`config.mk`:
```
export PLATFORM = sky130hd
export DESIGN_NAME = fetch_sequencer
export DESIGN_NICKNAME = d
export VERILOG_FILES = /design/src/rtl/fetch_sequencer.sv
export SDC_FILE = /design/constraint.sdc
export NUM_CORES = 1
export LEC_CHECK = 0
export BUFFER_PORTS_ARGS = -buffer_cell sky130_fd_sc_hd__buf_2
export CAP_MARGIN = 5
export CORE_ASPECT_RATIO = 2
export CORE_MARGIN = 1.5
export CORE_UTILIZATION = 30
export CTS_CLUSTER_SIZE = 28
export DETAILED_ROUTE_END_ITERATION = 16
export GPL_TIMING_DRIVEN = 0
export MAX_ROUTING_LAYER = met4
export PLACE_DENSITY = 0.61
export RECOVER_POWER = 25
export SYNTH_ARGS = -nofsm -noshare
export SYNTH_HDL_FRONTEND = slang
export SYNTH_SLANG_ARGS = --single-unit
```
`constraint.sdc`:
```
create_clock -name clk -period 2.3 [get_ports clk]
set_clock_uncertainty 0.15 [all_clocks]
set_input_delay 0.115 -clock clk [delete_from_list [all_inputs] [get_ports clk]]
set_output_delay 0.115 -clock clk [all_outputs]
set_load 0.05 [all_outputs]
```
`src/rtl/fetch_sequencer.sv`:
```
// Instruction fetch sequencer: owns the PC, latches Program_Mem output and
// hands one instruction at a time to the execute stage, with jump/halt/resume.
module fetch_sequencer #(
   parameter int PC_WIDTH  = 8,
   parameter int DataWidth = 16,
   parameter int CNT_WIDTH = 16
) (
   input  logic                 clk,
   input  logic                 res_n,
   output logic [PC_WIDTH-1:0]  pc_o,
   input  logic [DataWidth-1:0] ir_i,
   output logic [DataWidth-1:0] ir_o,
   output logic                 ir_valid_o,
   input  logic                 exec_done_i,
   input  logic                 jmp_i,
   input  logic [PC_WIDTH-1:0]  jmp_addr_i,
   input  logic                 halt_i,
   input  logic                 resume_i,
   output logic                 halted_o,
   output logic [CNT_WIDTH-1:0] instr_cnt_o
);

   typedef enum logic [1:0] {
      ST_FETCH = 2'd0,
      ST_LOAD  = 2'd1,
      ST_EXEC  = 2'd2,
      ST_HALT  = 2'd3
   } state_t;

   state_t               state_reg;
   logic [PC_WIDTH-1:0]  pc_reg;
   logic [DataWidth-1:0] ir_reg;
   logic                 ir_valid_reg;
   logic                 halted_reg;
   logic [CNT_WIDTH-1:0] cnt_reg;

   always_ff @(posedge clk) begin
      if (!res_n) begin
         state_reg    <= ST_FETCH;
         pc_reg       <= '0;
         ir_reg       <= '0;
         ir_valid_reg <= 1'b0;
         halted_reg   <= 1'b0;
         cnt_reg      <= '0;
      end else begin
         case (state_reg)
            // Program_Mem captures mem[pc_o] on this edge; nothing to do here.
            ST_FETCH: state_reg <= ST_LOAD;
            ST_LOAD: begin
               ir_reg       <= ir_i;
               ir_valid_reg <= 1'b1;
               state_reg    <= ST_EXEC;
            end
            ST_EXEC: begin
               if (exec_done_i) begin
                  cnt_reg      <= cnt_reg + 1'b1;
                  ir_valid_reg <= 1'b0;
                  // Natural overflow of pc_reg + 1 gives the wrap to 0.
                  pc_reg       <= jmp_i ? jmp_addr_i : pc_reg + 1'b1;
                  if (halt_i) begin
                     halted_reg <= 1'b1;
                     state_reg  <= ST_HALT;
                  end else begin
                     state_reg  <= ST_FETCH;
                  end
               end
            end
            ST_HALT: begin
               if (resume_i) begin
                  halted_reg <= 1'b0;
                  state_reg  <= ST_FETCH;
               end
            end
            default: state_reg <= ST_FETCH;
         endcase
      end
   end

   assign pc_o        = pc_reg;
   assign ir_o        = ir_reg;
   assign ir_valid_o  = ir_valid_reg;
   assign halted_o    = halted_reg;
   assign instr_cnt_o = cnt_reg;

endmodule

```
==> reports/summary.md <==
IR analysis of the VDD net gives a maximum drop of 0.2547 mV. The detail route stage leaves a number of antenna-violating nets equal to 0. Along the worst hold path, the cell count comes to 4. Area enclosed by the die boundary: 6959 sq um.

The global-route wire length before repair was 8038 um. The clock passes through at most 2 buffers. The average detailed-routed wire length per instance works out to 12.12 um.

Summing every instance area after synthesis gives 1932 sq um. The origin of the worst min-delay path was resume_i. The finished layout holds 425 standard cells, fillers aside. In this run, synthesis produced a sequential element count of 44.

The worst setup path is captured at a flop. The final HPWL from detailed placement is 3757 um, and the worst relative slew slack is 58.50%. In this run the static leakage power is 0.001089 uW. The clock transition at the registers of the reported paths came out at 0.06 ns.

The cell count after synthesis came out at 241. TritonCTS built the clock tree. For hold timing, the worst endpoint is state_reg[1].

Once the clock tree was built, the resizer swapped 0 gates to a different size. In this run the horizontal extent of the chip is 59.74 um. The final antenna diode count was 0.

The total power density per cell area was 707.6 nW/um^2; the standard-cell row count was 41. Number of hold violations in the final report: 0. The worst setup path category was flop to flop. Global router's overall resource usage: 15.33%. The number of vias after detailed routing came out at 1988. In the final timing run, aggregate negative setup slack is 0 ns. The synthesis-to-layout area growth was 40.93%; the ratio of cells with drive above 1 in the final layout was 18.88%. The insertion delay to the later sink of the worst-skew pair was 0.29 ns. For the peak clock frequency supported by timing, the log shows 489.4 MHz.

Dividing the synthesized area by the synthesized cell count gives 8.016 sq um. The first routing iteration left 83 violations. The number of hold buffers added after CTS was 19. Port buffering added 71 buffers.

In this run the standard cell core region covers 6259 sq um. Entering global routing, the biggest net connects 14 pins. The tools report the number of global-route vias before repair as 1797. Summed over all layers, the global routing overflow is 0.

Buffers added to address setup during post-CTS repair amount to 0. The run gives 5149 um as the final routed wirelength across all metal layers. For this design the top-level I/O count stands at 72.

Buffers inserted during clock tree synthesis total 5. The worst path in the final design needs a cycle of 2.043 ns, including I/O delays and setup. The arrival time at the worst endpoint is 2.11 ns.

After detailed placement, the design holds a cell count of 398. The number of remaining DRC errors is 0. The run finished with clean final reports. The share of the clock period used by the worst path was 88.84%; the count of pins over their slew limit was 0.

Max-cap violations in this run came to 0. The pin slew with the least headroom to its limit is 0.6253 ns. The clock net in this run drives a total of 44 sinks. The data required time at the worst endpoint was 2.36 ns; the sequential share of the synthesized area was 45.60%.

Once the floorplan was initialized, standard cells occupied 30.87% of the core. Setup violations remaining at the end of the flow were counted as 0. For the number of antenna violations at the first check in global routing, the log shows 0. The startpoint identified for the worst register-to-register timing path is instr_cnt_o[0].

The cell sitting at the root of the clock tree is a clkbuf_16. Setup repair after global routing left no endpoint under its margin. The tools report the number of nets in the synthesized netlist as 273.

For flop-to-flop paths, the worst setup slack is 0.26 ns. The number of H-tree branching levels was 2; the average vias per placed instance was 4.678. Overall die height: 116.5 um. Counting cells, the worst reg-to-reg path comes to 5. The tools report the number of different library cells in the post-synthesis netlist as 36. Count of nets after finishing: 370. Capture point of the worst reg-to-reg path: instr_cnt_o[14]. The worst hold path belongs to the class input port to flop. In this run the worst path has a maximum fanout of 5. STA classifies the critical path startpoint as a flop. Routability-driven placement finished with a final weighted congestion of 0.7842. The warning count from the yosys run is 0, and the number of iterations in the first detailed-routing pass is 4.
worst max-delay path by stage:
stage | slack (ns) | to | startpoint | cells past startpoint
final | 0.26 | instr_cnt_o[14] | instr_cnt_o[0] | 5
after global routing | 0.16 | instr_cnt_o[14] | instr_cnt_o[0] | 5
after CTS | 0.24 | instr_cnt_o[14] | instr_cnt_o[0] | 5
after detailed placement | 0.24 | instr_cnt_o[14] | instr_cnt_o[0] | 5
after global placement | 0.26 | instr_cnt_o[14] | instr_cnt_o[0] | 5
after floorplan | 0.004 | instr_cnt_o[14] | instr_cnt_o[0] | 5
cells in the final DEF, fill, tap and decap left out, drive strengths merged:
cell type    instances
clkinv               1
and3                 1
inv                  7
o31ai                1
or2                  1
xor2                 2
o221a                1
o21ai                6
o31a                 1
buf                 52
nand3                6
a31oi                4
mux2i                1
nand4b               1
and3b                1
nand2b               4
nor2b                1
nand4                6
a21oi               31
or2b                 1
dfxtp               44
or3                  5
nor2                20
dlygate4sd3         19
ha                   2
o21a                 2
nor3                 5
o22ai                3
nor4                 5
or4                  2
nand3b               2
bufinv               1
o21bai               1
xnor2                9
a211oi               2
clkbuf              39
nand2               49
through the flow:
stage	hold slack (ns)	cell area, sq um	power, uW	setup WS, ns	utilization [%]
after CTS	0.0003927	2749	1965	0.2376	43.92
final	0.002863	2723	1926	0.2566	43.50
after detailed placement	0.2138	2395	1134	0.2413	38.26
after global routing	0.02529	2723	2013	0.1649	43.50
after global placement	0.2075	2395	1129	0.2643	38.26
after floorplan	0.1010	1932	1044	0.004056	-
power by group:
part	internal, uW	switching [uW]
clock network	511	282
registers	796	19.6
logic	100	218
synth_stat cells (all sizes together):
| master | count | area share [%] |
|---|---|---|
| nand4b | 1 | 1.2 |
| and3b | 1 | 0.45 |
| or2 | 1 | 0.32 |
| clkbuf | 12 | 2.3 |
| o22ai | 3 | 0.97 |
| a31oi | 4 | 1.3 |
| o221a | 1 | 0.58 |
| nand4 | 6 | 1.9 |
| mux2i | 1 | 0.52 |
| nor2 | 20 | 3.9 |
| or2b | 1 | 0.39 |
| nor3 | 5 | 1.3 |
| a211oi | 2 | 0.78 |
| buf | 2 | 0.52 |
| nand3b | 2 | 1.4 |
| xor2 | 2 | 0.91 |
| nor2b | 1 | 0.32 |
| and3 | 1 | 0.32 |
| a21oi | 31 | 8.0 |
| o31ai | 1 | 0.39 |
| or4 | 2 | 0.97 |
| o31a | 1 | 0.45 |
| o21ai | 6 | 1.6 |
| dfxtp | 44 | 46 |
| or3 | 5 | 1.6 |
| nand2b | 4 | 1.3 |
| nand2 | 49 | 9.5 |
| xnor2 | 9 | 4.1 |
| o21bai | 1 | 0.39 |
| o21a | 2 | 0.78 |
| ha | 2 | 1.3 |
| nor4 | 5 | 1.6 |
| inv | 7 | 1.4 |
| nand3 | 6 | 1.6 |
kinds of logic (layout without fill, tap and decap cells):
kind of cell | after synthesis | count (layout) | synth area share [%]
xor+xnor | 11 | 11 | 4.987
compound gates | 52 | 52 | 15.22
simple gates | 110 | 110 | 28.17
fa+ha+maj | 2 | 2 | 1.295
mux | 1 | 1 | 0.5182
buf+inv | 21 | 119 | 4.210
flops | 44 | 44 | 45.60
worst max-delay path, stage by stage (launching register included):
cell and delay, ns:
dfxtp_1 0.40, ha_1 0.24, nand4b_4 0.15, or3_1 0.38
or4_1 0.51, a21oi_1 0.14
layer usage:
metal	GRT usage, %	share of wire, %	vias to the layer above
li1	-	-	1029
met2	28.33	55	44
met3	1.772	3.2	10
met4	7.556	2.5	0
met1	15.03	40	905
met5	-	0	-
layout make-up:
type,instances,area (sq um)
Multi-Input combinational cell,176,969.7
Fill cell,685,3536
Inverter,7,26.28
Sequential cell,44,880.8
Timing Repair Buffer,90,519.2
Clock buffer,6,128.9
Clock inverter,2,35.03
Tap cell,86,107.6
Buffer,14,55.05
No activity file was read; power rests on OpenSTA's default activity.
